==> src/rtl/y86_pkg.sv <==
// ============================================================================
// Module : y86_pkg
// Desc   : Shared icode, register-specifier and status encodings for the
//          Y86-64 SEQ write-back stage.
// Rev    : 1.0
// ============================================================================
`default_nettype none

package y86_pkg;

    localparam logic [3:0] IHALT   = 4'h0;
    localparam logic [3:0] INOP    = 4'h1;
    localparam logic [3:0] IRRMOVQ = 4'h2;
    localparam logic [3:0] IIRMOVQ = 4'h3;
    localparam logic [3:0] IRMMOVQ = 4'h4;
    localparam logic [3:0] IMRMOVQ = 4'h5;
    localparam logic [3:0] IOPQ    = 4'h6;
    localparam logic [3:0] IJXX    = 4'h7;
    localparam logic [3:0] ICALL   = 4'h8;
    localparam logic [3:0] IRET    = 4'h9;
    localparam logic [3:0] IPUSHQ  = 4'hA;
    localparam logic [3:0] IPOPQ   = 4'hB;

    localparam logic [3:0] RNONE   = 4'hF;
    localparam logic [3:0] RRSP    = 4'h4;

    localparam int NREGS = 15;

    typedef enum logic [2:0] {
        SAOK = 3'd1,
        SHLT = 3'd2,
        SINS = 3'd4
    } stat_t;

    function automatic logic icode_legal(input logic [3:0] ic);
        return (ic <= IPOPQ);
    endfunction

endpackage

`default_nettype wire

==> src/rtl/y86_wb_dst.sv <==
// ============================================================================
// Module : y86_wb_dst
// Desc   : Combinational destination-register decode {icode,rA,rB,cnd} ->
//          {dstE,dstM}.
// Rev    : 1.0
// ============================================================================
`default_nettype none

module y86_wb_dst
    import y86_pkg::*;
(
    input  logic [3:0] i_icode,
    input  logic [3:0] i_ra,
    input  logic [3:0] i_rb,
    input  logic       i_cnd,
    output logic [3:0] o_dst_e,
    output logic [3:0] o_dst_m
);

    always_comb begin
        o_dst_e = RNONE;
        case (i_icode)
            IRRMOVQ:                     o_dst_e = i_cnd ? i_rb : RNONE;
            IIRMOVQ, IOPQ:               o_dst_e = i_rb;
            ICALL, IRET, IPUSHQ, IPOPQ:  o_dst_e = RRSP;
            default:                     o_dst_e = RNONE;
        endcase
    end

    always_comb begin
        o_dst_m = RNONE;
        case (i_icode)
            IMRMOVQ, IPOPQ: o_dst_m = i_ra;
            default:        o_dst_m = RNONE;
        endcase
    end

endmodule

`default_nettype wire

==> src/rtl/writeback_regfile.sv <==
// ============================================================================
// Module : writeback_regfile
// Desc   : Y86-64 SEQ write-back stage, register file, status and retired-
//          instruction counter. Optional same-cycle read bypass: WB_BYPASS_EN.
// Rev    : 1.0
// ============================================================================
`default_nettype none

module writeback_regfile
    import y86_pkg::*;
#(
    parameter logic [63:0] RSP_INIT = 64'h0,
    parameter int          CNT_W    = 32
) (
    input  logic             clk,
    input  logic             rst,
    input  logic             instr_valid,
    input  logic [3:0]       icode,
    input  logic [3:0]       rA,
    input  logic [3:0]       rB,
    input  logic             cnd,
    input  logic [63:0]      valE,
    input  logic [63:0]      valM,
    output logic [63:0]      value0,
    output logic [63:0]      value1,
    output logic [63:0]      value2,
    output logic [63:0]      value3,
    output logic [63:0]      value4,
    output logic [63:0]      value5,
    output logic [63:0]      value6,
    output logic [63:0]      value7,
    output logic [63:0]      value8,
    output logic [63:0]      value9,
    output logic [63:0]      value10,
    output logic [63:0]      value11,
    output logic [63:0]      value12,
    output logic [63:0]      value13,
    output logic [63:0]      value14,
    output logic [2:0]       stat,
    output logic [CNT_W-1:0] retire_cnt
`ifdef WB_BYPASS_EN
    ,
    input  logic [3:0]       srcA,
    input  logic [3:0]       srcB,
    output logic [63:0]      rdA,
    output logic [63:0]      rdB
`endif
);

    stat_t             r_state;
    stat_t             w_state_nxt;
    logic [63:0]       r_regs [NREGS];
    logic [CNT_W-1:0]  r_retire_cnt;

    logic [3:0]        w_dst_e;
    logic [3:0]        w_dst_m;
    logic              w_accept;
    logic              w_commit;
    logic              w_retire;

    y86_wb_dst u_dst (
        .i_icode (icode),
        .i_ra    (rA),
        .i_rb    (rB),
        .i_cnd   (cnd),
        .o_dst_e (w_dst_e),
        .o_dst_m (w_dst_m)
    );

    // Only a running core looks at its inputs; HLT/INS freeze everything.
    assign w_accept = (r_state == SAOK) && instr_valid;
    assign w_commit = w_accept && icode_legal(icode) && (icode != IHALT);
    assign w_retire = w_accept && icode_legal(icode);

    always_ff @(posedge clk or posedge rst) begin
        if (rst) begin
            r_state <= SAOK;
        end else begin
            r_state <= w_state_nxt;
        end
    end

    always_comb begin
        w_state_nxt = r_state;
        case (r_state)
            SAOK: begin
                if (instr_valid) begin
                    if (icode == IHALT) begin
                        w_state_nxt = SHLT;
                    end else if (!icode_legal(icode)) begin
                        w_state_nxt = SINS;
                    end
                end
            end
            SHLT:    w_state_nxt = SHLT;
            SINS:    w_state_nxt = SINS;
            default: w_state_nxt = SINS;
        endcase
    end

    // M port is written after E so valM wins when both target the same reg.
    always_ff @(posedge clk or posedge rst) begin
        if (rst) begin
            for (int i = 0; i < NREGS; i++) begin
                r_regs[i] <= (4'(i) == RRSP) ? RSP_INIT : 64'h0;
            end
        end else if (w_commit) begin
            for (int i = 0; i < NREGS; i++) begin
                if (w_dst_e == 4'(i)) begin
                    r_regs[i] <= valE;
                end
                if (w_dst_m == 4'(i)) begin
                    r_regs[i] <= valM;
                end
            end
        end
    end

    always_ff @(posedge clk or posedge rst) begin
        if (rst) begin
            r_retire_cnt <= '0;
        end else if (w_retire) begin
            r_retire_cnt <= r_retire_cnt + CNT_W'(1);
        end
    end

    assign stat       = r_state;
    assign retire_cnt = r_retire_cnt;

    assign value0  = r_regs[0];
    assign value1  = r_regs[1];
    assign value2  = r_regs[2];
    assign value3  = r_regs[3];
    assign value4  = r_regs[4];
    assign value5  = r_regs[5];
    assign value6  = r_regs[6];
    assign value7  = r_regs[7];
    assign value8  = r_regs[8];
    assign value9  = r_regs[9];
    assign value10 = r_regs[10];
    assign value11 = r_regs[11];
    assign value12 = r_regs[12];
    assign value13 = r_regs[13];
    assign value14 = r_regs[14];

`ifdef WB_BYPASS_EN
    logic [63:0] w_rd_a;
    logic [63:0] w_rd_b;

    always_comb begin
        w_rd_a = 64'h0;
        for (int i = 0; i < NREGS; i++) begin
            if (srcA == 4'(i)) begin
                w_rd_a = r_regs[i];
            end
        end
        if (srcA != RNONE && w_commit) begin
            if (srcA == w_dst_m) begin
                w_rd_a = valM;
            end else if (srcA == w_dst_e) begin
                w_rd_a = valE;
            end
        end
    end

    always_comb begin
        w_rd_b = 64'h0;
        for (int i = 0; i < NREGS; i++) begin
            if (srcB == 4'(i)) begin
                w_rd_b = r_regs[i];
            end
        end
        if (srcB != RNONE && w_commit) begin
            if (srcB == w_dst_m) begin
                w_rd_b = valM;
            end else if (srcB == w_dst_e) begin
                w_rd_b = valE;
            end
        end
    end

    assign rdA = w_rd_a;
    assign rdB = w_rd_b;
`endif

endmodule

`default_nettype wire
==> config.mk <==
export PLATFORM = sky130hd
export DESIGN_NAME = writeback_regfile
export DESIGN_NICKNAME = d
export VERILOG_FILES = /design/src/rtl/y86_pkg.sv /design/src/rtl/y86_wb_dst.sv /design/src/rtl/writeback_regfile.sv
export SDC_FILE = /design/constraint.sdc
export NUM_CORES = 2
export LEC_CHECK = 0
export ABC_AREA = 1
export CORE_AREA = 2 2 449 451
export DETAILED_ROUTE_END_ITERATION = 10
export DIE_AREA = 0 0 451 453
export GPL_ROUTABILITY_DRIVEN = 0
export HOLD_SLACK_MARGIN = 0.02
export PLACE_DENSITY_LB_ADDON = 0.05
export SLEW_MARGIN = 20
export SYNTH_ARGS = -nofsm -noshare
export SYNTH_HDL_FRONTEND = slang
export SYNTH_SLANG_ARGS = --single-unit
==> constraint.sdc <==
create_clock -name clk -period 79.3 [get_ports clk]
set_clock_uncertainty 0.1 [all_clocks]
set_input_delay 15.86 -clock clk [delete_from_list [all_inputs] [get_ports clk]]
set_output_delay 15.86 -clock clk [all_outputs]
set_load 0.005 [all_outputs]
; ---- Word-level counts from Yosys, hierarchy flattened
; Cells that the tools add are included.
; Widths: inputs -> output; s select.
[word_totals]
register_bits = 995
latch_bits = 0
ramBits = 0
mem_bits_ro = 0
input_bits = 144
out_inout_bits = 995
wordCells = 137
n_memories = 0
[classes]
add_sub_neg = 1
multipliers = 0
div_mod_pow = 0
magnitude_cmp = 1
n_eq_ne = 40
shifts = 0
n_mux = 37
bitwise = 0
n_reduce_logical = 41
[op_table]
columns = op, n
row1 = $mux 64, 30
row2 = $eq 4x4->1 const B, 18
row3 = $eq 4x3->1 const B, 10
row4 = $add 32x1->32 const B, 1
row5 = $reduce_and 2->1, 16
row6 = $reduce_bool 2->1, 15
row7 = $eq 4x2->1 const B, 6
row8 = $logic_not 4->1, 3
row9 = $pmux 4 s3, 1
row10 = $mux 3, 3
row11 = $eq 4x1->1 const B, 2
row12 = $mux 4, 2
row13 = $pmux 3 s2, 1
row14 = $le 4x4->1 const B, 1
row15 = $reduce_bool 4->1, 1
row16 = $reduce_or 2->1, 2
row17 = $reduce_or 4->1, 1
row18 = $eq 3x1->1 const B, 1
row19 = $eq 3x2->1 const B, 1
row20 = $logic_and 1x1->1, 3
row21 = $ne 3x3->1 const B, 1
row22 = $ne 2x2->1 const B, 1

; ---- Logic depth before layout (Yosys ltp)
[logic_depth]
ltp_word = 6
depth_mapped = 13

; ---- Cells and area by module
; From an unflattened synthesis, not the netlist that was laid out.
[hier_totals]
cells_unflattened = 5981
area_unflattened_um2 = 46767.4
[by_module_without_submodules]
columns = module, n_inst, cells_each, area_per_inst_um2, seq_area_each_um2
row1 = writeback_regfile, 1, 5938, 46565.9, 24900.1
row2 = y86_wb_dst, 1, 43, 201.4, 0.0

; ---- Worst setup path before layout
; Ideal clock, no wire load.
[synth_path]
path_type = input port to flip-flop
start = input icode[0]
end = register r_regs (netlist bit value7[10])
arrival_time_ps = 17126
required_ps = 79084
setup_slack_ps = 61957
stages = 11
path_buffers = 1
cell_sequence = inv_1 > nand2_1 > nor2_2 > o21ai_0 > nand3_4 > nand2_1 > o21bai_4 > nand2_2 > buf_4 > nand2_1 > nand2_1
[synth_between]
elab_chain_len = 6
[synth_rtl]
columns = element, line_no
row1 = "start, declared", writeback_regfile.sv:18  ; input logic [3:0] icode,
row2 = "$eq 4x4->1, or another cell as far along", y86_wb_dst.sv:22  ; case (i_icode)
row3 = "$reduce_or 4->1, or another cell as far along", y86_wb_dst.sv:22
row4 = $pmux 4 s3 / $mux 4 (equally long branches), "y86_wb_dst.sv:22, y86_wb_dst.sv:32"
row5 = $eq 4x3->1 (on tied branches), "writeback_regfile.sv:109, writeback_regfile.sv:112"
row6 = $reduce_bool 2->1 (no source line), -
row7 = $reduce_and 2->1 (no source line), -
row8 = "end signal, assigned by index", writeback_regfile.sv:105  ; r_regs[i] <= (4'(i) == RRSP) ? RSP_INIT : 64'h0;
row9 = "end signal, assigned by index", writeback_regfile.sv:110  ; r_regs[i] <= valE;
row10 = "end signal, assigned by index", writeback_regfile.sv:113  ; r_regs[i] <= valM;
row11 = "end, declared", writeback_regfile.sv:52  ; logic [63:0] r_regs [NREGS];
; Parallel ways exist; a longest one is shown, timed or not.
; A chain may end at the register's enable or synchronous reset.

; ---- Final worst setup path
[layout_path]
start = input icode[2]
end = register r_regs (netlist bit value11[29])
[layout_between]
elab_chain_len = 6
[layout_rtl]
columns = element, line_no
row1 = "$eq 4x4->1, or another cell as far along", y86_wb_dst.sv:22
row2 = "$reduce_or 4->1, or another cell as far along", y86_wb_dst.sv:22
row3 = $pmux 4 s3 / $mux 4 (equally long branches), "y86_wb_dst.sv:22, y86_wb_dst.sv:32"
row4 = $eq 4x4->1 (on tied branches), "writeback_regfile.sv:109, writeback_regfile.sv:112"
row5 = $reduce_bool 2->1 (no source line), -
row6 = $reduce_and 2->1 (no source line), -
; Parallel ways exist; a longest one is shown, timed or not.

==> flow_metrics.tcl <==
set metrics [dict create \
    root_buffer "clkbuf_16" \
    antenna_left 0 \
    rsz0062_at_grt "false" \
    maxCapViolCount 0 \
    wl_per_cell_um 30.3 \
    start_util_pct 25.9 \
    synth_edf_count 0 \
    num_vias 52200 \
    cts_resized 0 \
    htree_levels 4 \
    die_w_um 451 \
    cts_setup_buffers 0 \
    cp.arrival_ps 20560 \
    num_rows 164 \
    fp.dieH_um 453 \
    grt_max_degree 194 \
    boundaryPins 1139 \
    syn_inst 6831 \
    drive_above_1_share_pct 5.23 \
    cts_buffers 131 \
    ir_drop_mv 0.0234 \
    clkTransAtPathRegs_ps 60 \
    postCtsHoldBufs 0 \
    viasPerCell 5.05 \
    total_power_mw 1.24 \
    totalWireLength_mm 313 \
    end_kind "flop" \
    hp-class "reg -> reg" \
    layoutNonFillerInstCount 10300 \
    drt_pass1_iterations 6 \
    core_area_sq_um 199000 \
    hold_violations 0 \
    antenna_found_initial 33 \
    synth_top_area_share_pct 48.3 \
    clk_latency_ps 810 \
    setup_tns_ps 0 \
    cellPowerDensity_nw_per_um2 18.3 \
    cp_max_fo 193 \
    cts_tree "yes" \
    maxSlewViolCount 0 \
    slew_headroom_pct 16.8 \
    dp_slack_ps 58670 \
    die_area_sq_um 204000 \
    grt_overflow 0 \
    route.detailed.drc 0 \
    fin_crit_ps 19950 \
    synth_nets 6976 \
    ys_types 37 \
    status "completed" \
    synth.largest_area_cell "dfrtp_1" \
    ys_warn_count 0 \
    synth-seq-cells 995 \
    required_ps 79920 \
    grt_pass1_wl_mm 426 \
    synthArstFlopShare_pct 100 \
    fin_ws_ps 59350 \
    grt_pass1_vias 49000 \
    fmax_ghz 0.0501 \
    clk_path_buf_depth 3 \
    synth_ff_type "dfrtp_1" \
    setup.worst_path.start_class "input pin" \
    worst_slew_pin_slew_ps 1240 \
    grt.total_usage_pct 29.7 \
    yosysSeqAreaShare_pct 48.3 \
    dpl.hpwl_mm 203 \
    fin_crit_sh_pct 25.2 \
    synthTopCellsByArea "dfrtp_1 48%, nand2_1 22%, nand3_1 9.5%" \
    total_leakage_power_nw 34.8 \
    syn_area_per_cell_sq_um 7.54 \
    setup_viol 0 \
    nNetsFinal 7715 \
    syn_area_sq_um 51500 \
    syn_to_final_growth_pct 31.0 \
    cts.sinks 995 \
    dp_cells 10100 \
    initialDrtViolationCount 5543 \
    io_buffers 1138 \
    critPathKind "in -> reg" \
]
[cell families (layout without fill, tap and decap cells)]
family / after synthesis / after routing / synth area share, %
compound gates: 975 / 975 / 9.55
xor+xnor: 29 / 29 / 0.493
fa+ha+maj: 1 / 1 / 0.0243
buf+inv: 754 / 1589 / 8.91
flops: 995 / 995 / 48.3
other cells: 0 / 13 / 0
simple gates: 4077 / 4077 / 32.7
[power by group]
group | switching, mW | internal (mW)
logic | 0.0784 | 0.0297
clock network | 0.256 | 0.355
registers | 0.00478 | 0.512
total | 0.339 | 0.897
[placed cells by master, fill, tap and decap left out, drive strengths merged]
| cell type | n |
|---|---|
| xnor2 | 10 |
| dfstp | 1 |
| ha | 1 |
| nor3 | 12 |
| dfrtp | 994 |
| a31oi | 1 |
| nand3 | 980 |
| nand4 | 7 |
| xor2 | 19 |
| o21bai | 1 |
| clkinv | 20 |
| nor2 | 57 |
| bufinv | 7 |
| clkdlybuf4s50 | 1125 |
| inv | 119 |
| diode | 13 |
| buf | 123 |
| clkbuf | 192 |
| nor3b | 1 |
| o21ai | 973 |
| nand2 | 3020 |
| clkinvlp | 3 |
[synthesized netlist by cell type (39+ instances only)]
master,n
buf_1,64
buf_2,277
buf_4,79
buf_6,97
clkbuf_1,78
dfrtp_1,994
inv_1,107
nand2_1,2974
nand2_2,39
nand3_1,977
nor2_1,45
o21ai_0,470
o21ai_1,498
[path summary, 6_finish.rpt]
path                       startpoint          end  slack (ps)  cells after the start
max in group asynchronous         rst    value8[7]       59710                      6
max reg2reg                   stat[0]  value11[29]       74230                      9
min reg2reg                value5[22]   value5[22]         370                      2
min                        value5[22]   value5[22]         370                      2
max                          icode[2]  value11[29]       59350                      9
min in group asynchronous         rst   value9[42]       15420                      2
[area by class of cell]
type / instances / area, sq um
timing repair buffer: 1248 / 12200
sequential: 995 / 24900
clock buffer: 192 / 3800
clock inverter: 37 / 454
tap: 2656 / 3320
antenna: 13 / 32.5
inverter: 112 / 428
multi-input combinational: 5082 / 22400
fill: 21100 / 132000
[layer usage]
layer	track usage, %	wire length [um]	part of all wire (%)	vias up
met3	5.06	20100	6.4	535
met1	38.7	131000	42	25800
met4	17.0	20000	6.4	4
li1	-	-	-	23600
met5	0	27	0.0086	-
met2	46.5	142000	45	2330
[worst max-delay path, cell delays in order]
cell and delay (ps):
clkdlybuf4s50_1 540, nand2_1 120, nand3_1 520, nor2_4 580, buf_4 680, buf_12 640, buf_4 870, nand3_1 180
nand2_1 120
[metrics by stage]
step	hold slack [ps]	util (%)	cell area (sq um)
after floorplan	365	-	51500
after global placement	353	31.7	63200
after detailed placement	358	31.7	63200
after CTS	372	33.9	67500
after global routing	389	33.9	67500
final	367	33.9	67500
Note: power is estimated with default switching activity, not from simulation.
